**src/rtl/seletor_param_if.sv**
```systemverilog
// -----------------------------------------------------------------------------
// seletor_param_if
//
// Button/operand bundle between the calculator front panel and the operation
// selector.
//
//   botoes       panel -> selector  raw operation buttons (bit 0 mult, 1 soma,
//                                   2 subt, ...), active-high, asynchronous
//   botao_onoff  panel -> selector  raw on/off button, active-high, async
//   a, b         panel -> selector  operand magnitudes
//   sinal_a/b    panel -> selector  operand signs
//   ligado       selector -> calc   unit is on
//   sel          selector -> calc   one-hot selected operation (0 when none/off)
//   sel_valid    selector -> calc   one-cycle strobe when sel/operands reload
//   op_a, op_b   selector -> calc   captured operand magnitudes
//   sinal_op_a/b selector -> calc   captured operand signs
//
// The master modport is the side that drives the buttons and operands; the
// slave modport is the selector itself.
// -----------------------------------------------------------------------------
interface seletor_param_if #(
  parameter int N_OPS = 3,
  parameter int W     = 8
);
  logic [N_OPS-1:0] botoes;
  logic             botao_onoff;
  logic [W-1:0]     a;
  logic [W-1:0]     b;
  logic             sinal_a;
  logic             sinal_b;

  logic             ligado;
  logic [N_OPS-1:0] sel;
  logic             sel_valid;
  logic [W-1:0]     op_a;
  logic [W-1:0]     op_b;
  logic             sinal_op_a;
  logic             sinal_op_b;

  modport master (
    output botoes, botao_onoff, a, b, sinal_a, sinal_b,
    input  ligado, sel, sel_valid, op_a, op_b, sinal_op_a, sinal_op_b
  );

  modport slave (
    input  botoes, botao_onoff, a, b, sinal_a, sinal_b,
    output ligado, sel, sel_valid, op_a, op_b, sinal_op_a, sinal_op_b
  );
endinterface

```
**src/rtl/seletor_param.sv**
```systemverilog
// -----------------------------------------------------------------------------
// seletor_param
//
// Parametrised calculator operation selector. Each of the N_OPS operation
// buttons and the on/off button goes through a 2-flop synchroniser, a
// consecutive-sample debouncer and a rising-edge detector. A small power /
// selection state machine (DESLIGADO, IDLE, ATIVO) turns the resulting press
// pulses into a one-hot operation select, and freezes the operands present in
// the detection cycle so the downstream calculator sees stable inputs plus a
// one-cycle sel_valid strobe.
//
// Ports:
//   clk  system clock, rising edge
//   rst  synchronous active-high reset
//   io   seletor_param_if.slave: botoes, botao_onoff, a, b, sinal_a, sinal_b
//        in; ligado, sel, sel_valid, op_a, op_b, sinal_op_a, sinal_op_b out
//
// Parameters:
//   N_OPS           number of operation buttons / width of sel (1..8)
//   W               operand magnitude width
//   DEB_CYCLES      consecutive synchronised samples a new level must hold
//   TIMEOUT_CYCLES  idle cycles before automatic power-off
//
// Build option:
//   SELETOR_AUTO_OFF_EN  when defined, the unit switches itself off after
//                        TIMEOUT_CYCLES cycles without any debounced press.
//                        When undefined the unit stays on until an on/off
//                        press or reset, and TIMEOUT_CYCLES has no effect.
//
// Latency: a raw level first sampled at edge k (and held) becomes the
// debounced level at edge k+1+DEB_CYCLES; the selection outputs react at
// edge k+2+DEB_CYCLES.
// -----------------------------------------------------------------------------
module seletor_param #(
  parameter int N_OPS          = 3,
  parameter int W              = 8,
  parameter int DEB_CYCLES     = 4,
  parameter int TIMEOUT_CYCLES = 1000000
) (
  input  logic           clk,
  input  logic           rst,
  seletor_param_if.slave io
);

  // The on/off button is handled as one more lane above the operation buttons.
  localparam int L     = N_OPS + 1;
  localparam int ONOFF = N_OPS;
  localparam int CW    = (DEB_CYCLES > 1) ? $clog2(DEB_CYCLES) : 1;
  localparam logic [CW-1:0] CNT_LAST = CW'(DEB_CYCLES - 1);

  typedef enum logic [1:0] {
    DESLIGADO = 2'd0,
    IDLE      = 2'd1,
    ATIVO     = 2'd2
  } state_t;

  // Isolates the lowest set request bit: req & -req.
  function automatic logic [N_OPS-1:0] lowest_onehot(input logic [N_OPS-1:0] req);
    return req & (~req + N_OPS'(1));
  endfunction

  logic [L-1:0]         raw;
  logic [L-1:0]         s1_p0;
  logic [L-1:0]         s2_p1;
  logic [L-1:0]         deb_p2;
  logic [L-1:0]         deb_prev_p3;
  logic [L-1:0][CW-1:0] cnt;
  logic [L-1:0]         press;
  logic [N_OPS-1:0]     op_press;
  logic                 timeout_hit;

  state_t               state;
  state_t               state_nx;
  logic                 load_op;
  logic                 clear_op;
  logic [N_OPS-1:0]     sel_nx;

  logic [N_OPS-1:0]     sel_q;
  logic                 sel_valid_q;
  logic [W-1:0]         op_a_q;
  logic [W-1:0]         op_b_q;
  logic                 sinal_op_a_q;
  logic                 sinal_op_b_q;

  assign raw = {io.botao_onoff, io.botoes};

  // Stage p0/p1: two-flop synchroniser. Stage p2: debounced level.
  // Debounced levels reset high so a button held through reset must be
  // released and pressed again before it counts.
  always_ff @(posedge clk) begin
    if (rst) begin
      s1_p0       <= '0;
      s2_p1       <= '0;
      deb_p2      <= '1;
      deb_prev_p3 <= '1;
      cnt         <= '0;
    end else begin
      s1_p0       <= raw;
      s2_p1       <= s1_p0;
      deb_prev_p3 <= deb_p2;
      for (int i = 0; i < L; i++) begin
        if (s2_p1[i] == deb_p2[i]) begin
          cnt[i] <= '0;
        end else if (cnt[i] == CNT_LAST) begin
          // This edge sees the DEB_CYCLES-th consecutive disagreement.
          deb_p2[i] <= s2_p1[i];
          cnt[i]    <= '0;
        end else begin
          cnt[i] <= cnt[i] + CW'(1);
        end
      end
    end
  end

  // Stage p3: rising edge of the debounced level is a press.
  assign press    = deb_p2 & ~deb_prev_p3;
  assign op_press = press[N_OPS-1:0];

`ifdef SELETOR_AUTO_OFF_EN
  localparam int TW = (TIMEOUT_CYCLES > 1) ? $clog2(TIMEOUT_CYCLES + 1) : 1;

  logic [TW-1:0] idle_cnt;

  // Counts cycles spent on without any debounced press.
  always_ff @(posedge clk) begin
    if (rst || (state == DESLIGADO) || (|press)) begin
      idle_cnt <= '0;
    end else begin
      idle_cnt <= idle_cnt + TW'(1);
    end
  end

  assign timeout_hit = (idle_cnt == TW'(TIMEOUT_CYCLES - 1));
`else
  localparam int timeout_unused = TIMEOUT_CYCLES;

  assign timeout_hit = 1'b0;
`endif

  always_ff @(posedge clk) begin
    if (rst) begin
      state <= DESLIGADO;
    end else begin
      state <= state_nx;
    end
  end

  // Priority while on: on/off press, then lowest-index operation press, then
  // the idle timeout (so any press cancels a coincident timeout).
  always_comb begin
    state_nx = state;
    load_op  = 1'b0;
    clear_op = 1'b0;
    sel_nx   = lowest_onehot(op_press);
    case (state)
      DESLIGADO: begin
        if (press[ONOFF]) begin
          state_nx = IDLE;
        end
      end
      default: begin
        if (press[ONOFF]) begin
          state_nx = DESLIGADO;
          clear_op = 1'b1;
        end else if (|op_press) begin
          state_nx = ATIVO;
          load_op  = 1'b1;
        end else if (timeout_hit) begin
          state_nx = DESLIGADO;
          clear_op = 1'b1;
        end
      end
    endcase
  end

  // Stage p4: selection and operand capture registers. Operands only move on
  // a load or on power-off, never in between.
  always_ff @(posedge clk) begin
    if (rst) begin
      sel_q        <= '0;
      sel_valid_q  <= 1'b0;
      op_a_q       <= '0;
      op_b_q       <= '0;
      sinal_op_a_q <= 1'b0;
      sinal_op_b_q <= 1'b0;
    end else begin
      sel_valid_q <= load_op;
      if (clear_op) begin
        sel_q        <= '0;
        op_a_q       <= '0;
        op_b_q       <= '0;
        sinal_op_a_q <= 1'b0;
        sinal_op_b_q <= 1'b0;
      end else if (load_op) begin
        sel_q        <= sel_nx;
        op_a_q       <= io.a;
        op_b_q       <= io.b;
        sinal_op_a_q <= io.sinal_a;
        sinal_op_b_q <= io.sinal_b;
      end
    end
  end

  assign io.ligado     = (state != DESLIGADO);
  assign io.sel        = sel_q;
  assign io.sel_valid  = sel_valid_q;
  assign io.op_a       = op_a_q;
  assign io.op_b       = op_b_q;
  assign io.sinal_op_a = sinal_op_a_q;
  assign io.sinal_op_b = sinal_op_b_q;

endmodule
```
**src/flat_wrapper.sv**
```systemverilog
// flat-port wrapper written by rule: the top's interface ports become plain ports
module seletor_param_flat 
#(
  parameter int N_OPS          = 3,
  parameter int W              = 8,
  parameter int DEB_CYCLES     = 4,
  parameter int TIMEOUT_CYCLES = 1000000
)
  (clk, rst, io_botoes, io_botao_onoff, io_a, io_b, io_sinal_a, io_sinal_b, io_ligado, io_sel, io_sel_valid, io_op_a, io_op_b, io_sinal_op_a, io_sinal_op_b);
  seletor_param_if #(.N_OPS(N_OPS), .W(W)) io_i ();
  input  logic clk;
  input  logic rst;
  input wire logic [$bits(io_i.botoes)-1:0] io_botoes;
  input wire logic [$bits(io_i.botao_onoff)-1:0] io_botao_onoff;
  input wire logic [$bits(io_i.a)-1:0] io_a;
  input wire logic [$bits(io_i.b)-1:0] io_b;
  input wire logic [$bits(io_i.sinal_a)-1:0] io_sinal_a;
  input wire logic [$bits(io_i.sinal_b)-1:0] io_sinal_b;
  output wire logic [$bits(io_i.ligado)-1:0] io_ligado;
  output wire logic [$bits(io_i.sel)-1:0] io_sel;
  output wire logic [$bits(io_i.sel_valid)-1:0] io_sel_valid;
  output wire logic [$bits(io_i.op_a)-1:0] io_op_a;
  output wire logic [$bits(io_i.op_b)-1:0] io_op_b;
  output wire logic [$bits(io_i.sinal_op_a)-1:0] io_sinal_op_a;
  output wire logic [$bits(io_i.sinal_op_b)-1:0] io_sinal_op_b;
  assign io_i.botoes = io_botoes;
  assign io_i.botao_onoff = io_botao_onoff;
  assign io_i.a = io_a;
  assign io_i.b = io_b;
  assign io_i.sinal_a = io_sinal_a;
  assign io_i.sinal_b = io_sinal_b;
  assign io_ligado = io_i.ligado;
  assign io_sel = io_i.sel;
  assign io_sel_valid = io_i.sel_valid;
  assign io_op_a = io_i.op_a;
  assign io_op_b = io_i.op_b;
  assign io_sinal_op_a = io_i.sinal_op_a;
  assign io_sinal_op_b = io_i.sinal_op_b;
  seletor_param #(.N_OPS(N_OPS), .W(W), .DEB_CYCLES(DEB_CYCLES), .TIMEOUT_CYCLES(TIMEOUT_CYCLES)) u_core (.clk(clk), .rst(rst), .io(io_i));
endmodule
```
**config.mk**
```make
export PLATFORM = sky130hd
export DESIGN_NAME = seletor_param_flat
export DESIGN_NICKNAME = d
export VERILOG_FILES = /design/src/rtl/seletor_param_if.sv /design/src/rtl/seletor_param.sv /design/src/flat_wrapper.sv
export SDC_FILE = /design/constraint.sdc
export NUM_CORES = 1
export LEC_CHECK = 0
export BUFFER_PORTS_ARGS = -buffer_cell sky130_fd_sc_hd__buf_4
export CAP_MARGIN = 20
export CORE_MARGIN = 2
export CORE_UTILIZATION = 47
export CTS_BUF_LIST = sky130_fd_sc_hd__clkbuf_8
export DETAILED_ROUTE_END_ITERATION = 10
export PLACE_DENSITY = 0.69
export SLEW_MARGIN = 20
export SYNTH_ARGS = -nofsm -noshare
export SYNTH_HDL_FRONTEND = slang
export SYNTH_SLANG_ARGS = --single-unit
```
**constraint.sdc**
```tcl
create_clock -name clk -period 2.8 [get_ports clk]
set_input_delay 0.14 -clock clk [delete_from_list [all_inputs] [get_ports clk]]
set_output_delay 0.14 -clock clk [all_outputs]
set_load 0.01 [all_outputs]
```
==> results by group, run 1 <==
Floorplanning
  • Starting Density: 48.6%
  • # rows: 21
  • Chip height: 62.7 um
  • Chip width: 62.7 um
  • I/O pin total: 47
  • Area of the core: 3340 um2
  • Die Area: between 3000 and 4000 um2

Timing
  • Count of final hold-check violations: 0
  • Relative slew slack: 68.7%
  • RSZ-0062 raised after global routing: false
  • Fmax: approximately 0.66 GHz
  • Final Cycle Share: between 50% and 60%
  • Final setup fails: 0
  • Pins Over Slew Limit: 0
  • Tmin final: between 1500 and 2000 ps
  • Final worst clock skew: ~4.6 ps
  • Setup TNS: 0 ps
  • Slew of the pin with the lowest slew margin: 468 ps

GRT
  • Initial antenna violation count: 0
  • First-pass GRT wire length: a little under 5 mm
  • Met3 Use GR: 7.03%
  • Global routing's busiest layer: met2
  • Total grt overflow: 0
  • Met2 Track Usage GR: 25.3%
  • Via count of the first global-routing pass: 1115
  • Largest net degree at the start of global routing: 26
  • Total global-route track usage: 15.6%
  • GR Layer Usage met1: 17.6%

Min path
  • Hold Path Cell Cnt: 2
  • Hold_sp: io_botoes[2]
  • Hold Crit Class: in2reg

Placed design
  • Post-DP HPWL: 2.00 mm
  • GP Congestion: 0.737
  • Placed inst area: 1990 um2
  • Cell count after placement: between 200 and 250
  • Port Buffers: 46

Synth
  • Mapped Cells: 142
  • YS warnings: 0
  • EDFF count, synth: 0
  • Post-synthesis cell type count: 25
  • Synth Flop Type: dfxtp_1
  • Sequential area share after synthesis: 59.3%
  • Synth Net Count: 170
  • Syn avg cell area: 11.4 um2
  • Synthesized area: 1620 um2
  • Yosys reg bits: 48
  • Post-synth ARST share: 0%

Critical path
  • Critical Path Fanout Max: 21
  • Crit. End Element: flip-flop
  • Arr. time, crit path: 1750 ps
  • Critical path class: reg2reg
  • Startpoint types: flip-flop
  • Reg-to-reg startpoint: u_core.deb_p2[3]
  • Worst EP required: 3040 ps
  • Crit path from: u_core.deb_p2[3]
  • R2R depth: 4

CTS
  • CTS max path bufs: 2
  • Clk root buf: clkbuf_8
  • Hold_buf cts: 0
  • Sink Count: 48
  • Post-CTS setup buffers: 0
  • Post-CTS sizing: 0
  • H-tree depth: 2
  • Clk slew on worst S/H paths: 80 ps
  • CTS tree: built
  • Clock Latency Late Sink: 300 ps
  • Num CTS Buffers: 5

Final layout
  • Share of layout cells above drive strength 1: 29.8%
  • Finished Cell Area: 2100 um2
  • Ant. Diodes: 0
  • Layout net count: around 220
  • Area growth syn-to-layout: 29.4%
  • Layout Cells excl Fill: between 200 and 250

Drt
  • Vias per inst: between 4 and 5
  • DR vias: about 1.2k
  • Number of remaining DRC errors: 0
  • Initial DRC count: 37
  • WL final: 2.89 mm
  • Antenna Nets Post-Route: 0
  • Wire per inst: around 12 um
  • Drt first pass iters: 4

Job
  • Max-cap violations: 0

Power and ir drop
  • Maximum vdd ir drop: 0.401 mV
  • Cell Pwr Density: roughly 630 nW/um2
  • Leakage: 0.943 nW

Outcome
  • Outcome: completed
flip-flops by register name, summed over array words and instances, names as in the netlist:
signal and count:
u_core.cnt 8, u_core.deb_p2 4, u_core.deb_prev_p3 4, u_core.io.op_a 8, u_core.io.op_b 8, u_core.io.sel 3
u_core.io.sel_valid 1, u_core.io.sinal_op_a 1, u_core.io.sinal_op_b 1, u_core.s1_p0 4, u_core.s2_p1 4, u_core.state 2
per-layer routing:
layer  vias up  routed length [um]
met5         -                   0
met4         0                  57
met3         6                 252
met2        45                1280
met1       529                1310
li1        586                   -
final timing paths:
| kind | to | slack (ps) |
|---|---|---|
| setup / recovery | u_core.io.op_b[0] | 1300 |
| setup reg to reg | u_core.io.op_b[0] | 1300 |
| hold reg to reg | u_core.cnt[6] | 420 |
| hold / removal | u_core.s1_p0[2] | 40 |
cells in the mapped netlist, types with 2 or more instances:
master	number	area (um2)
nand2b_1	5	31.3
nor3_1	2	10.0
buf_2	3	15.0
dfxtp_1	48	961
buf_6	2	22.5
nor2b_1	14	87.6
nand3_1	2	10.0
ha_1	4	50.1
a211o_1	4	35.0
nor2_1	9	33.8
a22o_1	20	175
or2_1	4	25.0
inv_1	5	18.8
a21oi_1	3	15.0
xnor2_1	4	35.0
or3_1	4	25.0
cell families after synthesis:
group	after synthesis	share of synthesized area [%]
buf+inv	11	3.70
flops	48	59.3
xor+xnor	4	2.16
simple gates	46	17.0
fa+ha+maj	4	3.09
compound gates	29	14.8
cells in the final DEF, fill, tap and decap left out, drive strengths merged:
cell type  synthesis  layout
nor2              10      10
nand3              2       2
nor2b             15      15
nand2b             5       5
a22o              20      20
a21oi              3       3
o32ai              1       1
buf                5      47
nor3               2       2
nand4              1       1
inv                5       6
xnor2              4       4
a31oi              1       1
clkinv             0       1
or3                5       5
clkbuf             1       5
a211o              4       4
or2                4       4
dfxtp             48      48
bufinv             0       1
nand2              1       1
ha                 4       4
and3               1       1
final cells by class:
class	instances	area [um2]
Clock inverter	3	38.8
Clock buffer	5	68.8
Tap cell	46	57.6
Timing Repair Buffer	47	353
Inverter	5	18.8
Fill cell	261	1240
Sequential cell	48	961
Multi-Input combinational cell	83	601
per-stage QoR:
| stage | hold WS (ps) | setup WS, ps | power (mW) | util, % |
|---|---|---|---|---|
| after detailed placement | 356 | 1320 | 0.852 | 59.7 |
| final | 43.4 | 1300 | 1.31 | 62.9 |
| after CTS | 39.5 | 1290 | 1.32 | 62.9 |
| after global placement | 351 | 1390 | 0.845 | 59.7 |
| after global routing | 41.7 | 1190 | 1.37 | 62.9 |
| after floorplan | 266 | 1600 | 0.810 | - |
critical path, stage by stage (launching register included):
cell	delay [ps]
dfxtp_1	360
nor2b_4	140
or3_4	350
nor2_4	380
a22o_1	210
power breakdown:
group,switching [mW],total [mW],internal (mW)
clock,0.215,0.477,0.261
combinational,0.0467,0.105,0.0583
sequential,0.0160,0.730,0.714
total,0.278,1.31,1.03
Note: power is estimated with default switching activity, not from simulation.
==> inputs of run 2 (changes only) <==
--- a/config.mk
+++ b/config.mk
@@ -5,13 +5,14 @@
 export SDC_FILE = /design/constraint.sdc
 export NUM_CORES = 1
 export LEC_CHECK = 0
+export ABC_AREA = 1
 export BUFFER_PORTS_ARGS = -buffer_cell sky130_fd_sc_hd__buf_4
 export CAP_MARGIN = 20
 export CORE_MARGIN = 2
 export CORE_UTILIZATION = 47
 export CTS_BUF_LIST = sky130_fd_sc_hd__clkbuf_8
 export DETAILED_ROUTE_END_ITERATION = 10
-export PLACE_DENSITY = 0.69
+export PLACE_DENSITY = 0.71
 export SLEW_MARGIN = 20
 export SYNTH_ARGS = -nofsm -noshare
 export SYNTH_HDL_FRONTEND = slang
==> constraint.sdc (replaced) <==
create_clock -name clk -period 1.2 [get_ports clk]
set_input_delay 0.06 -clock clk [delete_from_list [all_inputs] [get_ports clk]]
set_output_delay 0.06 -clock clk [all_outputs]
set_load 0.01 [all_outputs]
==> results by group, run 2 <==
Outcome
  • Outcome: completed

Timing
  • Final Cycle Share: 96.2%
  • Tmin final: between 1000 and 1500 ps
  • Count of final hold-check violations: 0
  • RSZ-0062 raised after global routing: true
  • Pins Over Slew Limit: 0
  • Setup TNS: 0 ps
  • Slew of the pin with the lowest slew margin: 213 ps
  • Fmax: between 0.8 and 0.9 GHz
  • Relative slew slack: 85.8%
  • Final setup fails: 0
  • Final worst clock skew: 6.46 ps

Floorplanning
  • # rows: 23
  • Chip width: slightly below 70 um
  • Starting Density: 47.9%
  • Chip height: 67.4 um
  • Area of the core: 3940 um2
  • I/O pin total: 47
  • Die Area: ~4500 um2

CTS
  • Clock Latency Late Sink: 290 ps
  • Sink Count: between 40 and 50
  • Num CTS Buffers: 5
  • CTS max path bufs: 2
  • H-tree depth: 2
  • CTS tree: built
  • Clk root buf: clkbuf_8
  • Clk slew on worst S/H paths: 80 ps

Drt
  • Drt first pass iters: 4
  • Number of remaining DRC errors: 0
  • Vias per inst: 4.31
  • Wire per inst: 8.96 um
  • Antenna Nets Post-Route: 0
  • Initial DRC count: 54
  • DR vias: 1613
  • WL final: ~3.4 mm

Final layout
  • Layout Cells excl Fill: approximately 370
  • Share of layout cells above drive strength 1: 25.3%
  • Commonest non-fill, non-tap cell in the layout: nor2_1
  • Ant. Diodes: 0
  • Area growth syn-to-layout: 40.0%
  • Layout net count: 351
  • Multi-input gate area: 702 um2
  • Most frequent cells in the layout: nor2_1 (56), buf_4 (54), nand2_1 (53)
  • Finished Cell Area: roughly 2600 um2
  • Register area: 962 um2
  • Fillers: 336

Synth
  • Post-synthesis cell type count: 24
  • EDFF count, synth: 0
  • Synth Net Count: between 200 and 300
  • Area leader, netlist: dfxtp_1
  • Synthesized area: 1890 um2
  • Sequential area share after synthesis: 50.9%
  • Largest cells by area after synthesis: dfxtp_1 (51%), nor2_1 (11%), nand2_1 (11%)
  • Syn avg cell area: 7.61 um2
  • Post-synth ARST share: 0%
  • Synth Flop Type: dfxtp_1
  • Yosys reg bits: between 40 and 50
  • YS warnings: 0
  • Most frequent cell after synthesis: nor2_1
  • Post-synth top cells: nor2_1 (56), nand2_1 (55), dfxtp_1 (48)
  • Mapped Cells: 248
  • Post-synth top area share: between 50% and 60%

Power and ir drop
  • Clock power share: 31.6%
  • Switching power total: between 0.6 and 0.7 mW
  • Leakage: 1.40 nW
  • Sw Share: between 20% and 30%
  • Logic pwr share: 10.8%
  • Cell Pwr Density: about 1100 nW/um2
  • Int Power: about 2.3 mW
  • Maximum vdd ir drop: 0.829 mV
  • Flop pwr share: 57.5%

Critical path
  • Worst EP required: about 1400 ps
  • Buf+Inv Stages, Crit Path: 1
  • Arr. time, crit path: 1380 ps
  • CP cell instances: or2_4 > a21oi_4 > buf_4 > nand2_1 > nor2_1
  • Startpoint types: flip-flop
  • CP peak stage delay: between 300 and 400 ps
  • Critical path class: reg2reg
  • Slowest cell on crit path: dfxtp_1
  • Critical Path Fanout Max: 9
  • Crit. End Element: flip-flop
  • CP delay by family, top: simple AND/OR/NAND/NOR gates

Placed design
  • Cell count after placement: 346
  • GP Congestion: 0.737
  • Placed inst area: 2340 um2
  • Post-DP HPWL: 2.24 mm
  • Port Buffers: 46

Job
  • Max-cap violations: 0

GRT
  • Total grt overflow: 0
  • Via count of the first global-routing pass: 1474
  • Initial antenna violation count: 0
  • First-pass GRT wire length: 5.59 mm
  • Largest net degree at the start of global routing: 21
  • Total global-route track usage: between 10% and 20%

Min path
  • Hold Crit Class: in2reg
## run 2: changes by cell type after synthesis, moves of 5 or more
cell / delta
nor2_1: +47
inv_1: +37
nor2b_1: -14
nor2_2: +7
nand2b_1: -5
nand2_1: +54
a22o_1: -20
## run 2: cell families after synthesis
group / share of synthesized area [%]
adders and majority gates: 2.65
buffers and inverters: 12.3
DFF: 50.9
AOI/OAI and AO/OA: 4.44
and+or+nand+nor: 29.7
## run 2: cell type report
class,count,area share [%]
timing repair buffer,77,24.8
clock buffer,6,3.12
inverter,44,6.44
tap,50,2.37
sequential,48,36.4
clock inverter,2,0.284
multi-input combinational,147,26.5
## run 2: worst register-to-register path, delay by kind of cell (launching register included)
kind | cells | cell delay [ps]
AND/OR/NAND/NOR | 3 | 430
flip-flops | 1 | 320
AO/OA/AOI/OAI | 1 | 160
buffers and inverters | 1 | 190
## run 2: per-layer routing
layer	part of all wire, %	vias to the layer above	global-route usage [%]
met2	51	35	29.7
li1	-	877	-
met3	3.9	2	3.67
met1	45	699	17.3
met5	0	-	0
met4	0.24	0	8.16
## run 2: path summary, 6_finish.rpt
check	startpoint	end	slack (ps)	cells after the start
worst max-delay path	u_core.state[0]	u_core.io.op_b[1]	50	5
worst min-delay path	io_b[3]	u_core.io.op_b[3]	6	3
worst max register to register	u_core.state[0]	u_core.io.op_b[1]	50	5
worst min register to register	u_core.s1_p0[0]	u_core.s2_p1[0]	410	2
## run 2: repair_timing
action,4_1_cts,5_1_grt
resized for setup,1,6
hold endpoints to repair,20,0
buffers inserted,0,0
endpoints found under the setup margin,14,21
hold buffers,20,0
## run 2: per-stage QoR
stage                     worst slack (ps)  util (%)  hold WS (ps)  total power, mW
after floorplan                       64.9         -           167             1.88
after CTS                             11.5      66.7          2.54             2.98
final                                 46.0      67.1          6.12             2.94
after global routing                 -29.7      67.1          26.6             3.08
after global placement                32.4      59.3           259             1.98
after detailed placement              4.49      59.3           267             1.99
## run 2: power by group through the flow
| stage | clock [mW] | sequential (mW) | combinational (mW) |
|---|---|---|---|
| final | 0.929 | 1.69 | 0.319 |
| after global routing | 1.01 | 1.70 | 0.371 |
| after CTS | 0.969 | 1.69 | 0.319 |
| after detailed placement | 0 | 1.73 | 0.265 |
| after global placement | 0 | 1.73 | 0.258 |
| after floorplan | 0 | 1.73 | 0.155 |
==> inputs of run 3 (changes only) <==
--- a/config.mk
+++ b/config.mk
@@ -12,6 +12,7 @@
 export CORE_UTILIZATION = 47
 export CTS_BUF_LIST = sky130_fd_sc_hd__clkbuf_8
 export DETAILED_ROUTE_END_ITERATION = 10
+export MAX_ROUTING_LAYER = met4
 export PLACE_DENSITY = 0.71
 export SLEW_MARGIN = 20
 export SYNTH_ARGS = -nofsm -noshare
==> results by group, run 3 (same netlist as run 2, synthesis figures left out) <==
Critical path
  • Slowest cell on crit path: dfxtp_1
  • CP cell instances: or2_4 > a21oi_4 > buf_4 > nand2_1 > nor2_1
  • Buf+Inv Stages, Crit Path: 1
  • Worst EP required: ~1400 ps
  • Critical Path Fanout Max: 9
  • CP peak stage delay: 320 ps
  • Arr. time, crit path: 1390 ps
  • CP delay by family, top: simple AND/OR/NAND/NOR gates
  • Critical path class: reg2reg
  • Crit. End Element: flip-flop
  • Startpoint types: flip-flop

Placed design
  • Post-DP HPWL: 2.24 mm
  • Port Buffers: 46
  • GP Congestion: between 0.7 and 0.8
  • Placed inst area: 2340 um2

Final layout
  • Finished Cell Area: 2640 um2
  • Area growth syn-to-layout: 40.0%
  • Share of layout cells above drive strength 1: 25.3%
  • Ant. Diodes: 0
  • Layout net count: 351
  • Most frequent cells in the layout: nor2_1 (56), buf_4 (54), nand2_1 (53)
  • Commonest non-fill, non-tap cell in the layout: nor2_1

CTS
  • Clk root buf: clkbuf_8
  • Post-CTS setup buffers: 0
  • H-tree depth: 2
  • CTS tree: built
  • Clock Latency Late Sink: 290 ps
  • Clk slew on worst S/H paths: about 80 ps
  • Sink Count: 48
  • CTS max path bufs: 2
  • Num CTS Buffers: 5

Power and ir drop
  • Final total power: between 2 and 3 mW
  • Maximum vdd ir drop: 0.829 mV
  • Clock power share: 31.8%
  • Sw Share: 22.2%
  • Cell Pwr Density: 1110 nW/um2
  • Logic pwr share: 10.8%
  • Leakage: 1.40 nW
  • Int Power: 2.29 mW
  • Flop pwr share: 57.4%
  • Switching power total: 0.653 mW

Timing
  • Count of final hold-check violations: 0
  • Relative slew slack: 85.8%
  • Setup TNS: 0 ps
  • Fmax: 0.867 GHz
  • RSZ-0062 raised after global routing: true
  • Final setup fails: 0
  • Slew of the pin with the lowest slew margin: ~210 ps
  • Tmin final: 1150 ps
  • Final Cycle Share: 96.2%
  • Final worst clock skew: around 6.3 ps
  • Pins Over Slew Limit: 0

Drt
  • Drt first pass iters: 4
  • Number of remaining DRC errors: 0
  • WL final: between 3 and 4 mm
  • Initial DRC count: 54
  • Antenna Nets Post-Route: 0
  • Vias per inst: 4.33
  • Wire length on met2: 1.66 mm
  • DR vias: 1618
  • M1 WL: 1.49 mm
  • Met3 WL: 139 um
  • Top Layer Used: met4
  • Wire per inst: about 9 um

GRT
  • First-pass GRT wire length: about 5.6 mm
  • Initial antenna violation count: 0
  • Total global-route track usage: between 10% and 20%
  • Total grt overflow: 0
  • Largest net degree at the start of global routing: 21
  • Via count of the first global-routing pass: 1474

Floorplanning
  • Starting Density: 47.9%
  • Chip width: 67.4 um
  • # rows: 23
  • Area of the core: 3940 um2
  • Chip height: 67.4 um
  • I/O pin total: 47
  • Die Area: 4540 um2

Min path
  • Hold Crit Class: in2reg

Outcome
  • Outcome: completed

Job
  • Max-cap violations: 0
run 3: power groups by stage:
stage | clock, mW | combinational, mW | sequential (mW)
floorplan | 0 | 0.155 | 1.73
global route | 1.01 | 0.371 | 1.70
detailed placement | 0 | 0.265 | 1.73
global placement | 0 | 0.258 | 1.73
finish | 0.936 | 0.319 | 1.69
CTS | 0.969 | 0.319 | 1.69
run 3: tightest hold or removal path: stages:
cell and delay, ps:
buf_4 80, nor2_1 40, nor2_1 90
run 3: timing repair:
action	CTS	global route
pin swaps	0	0
hold endpoints to repair	20	0
endpoints found under the setup margin	14	21
hold buffers	20	0
gates resized for setup	1	6
run 3: final timing paths:
kind / start / to / slack [ps] / cells after the start
worst max-delay path: u_core.state[0] / u_core.io.op_b[1] / 50 / 5
worst min-delay path: io_b[3] / u_core.io.op_b[3] / 2 / 3
worst max register to register: u_core.state[0] / u_core.io.op_b[1] / 50 / 5
worst min register to register: u_core.s1_p0[0] / u_core.s2_p1[0] / 410 / 2
run 3: metrics by stage:
stage          cells  util (%)  setup slack [ps]  hold slack, ps
6_report         374      67.1              46.2            2.05
5_1_grt          374      67.1             -29.7            26.6
4_1_cts          374      66.7              11.5            2.54
3_5_place_dp     346      59.3              4.49             267
3_3_place_gp     346      59.3              32.4             259
2_1_floorplan    248         -              64.9             167
run 3: layout make-up:
cell class / instances / area, um2
clock buffers: 6 / 82.6
clock inverters: 2 / 7.51
fillers: 336 / 1300
inverters: 44 / 170
multi-input cells: 147 / 702
flip-flops and latches: 48 / 962
well taps: 50 / 62.6
repair buffers: 77 / 657
run 3: per-layer routing:
| metal | vias to the layer above | track usage (%) |
|---|---|---|
| met3 | 9 | 3.67 |
| met4 | 0 | 8.16 |
| met2 | 32 | 29.7 |
| met5 | - | - |
| li1 | 877 | - |
| met1 | 700 | 17.3 |
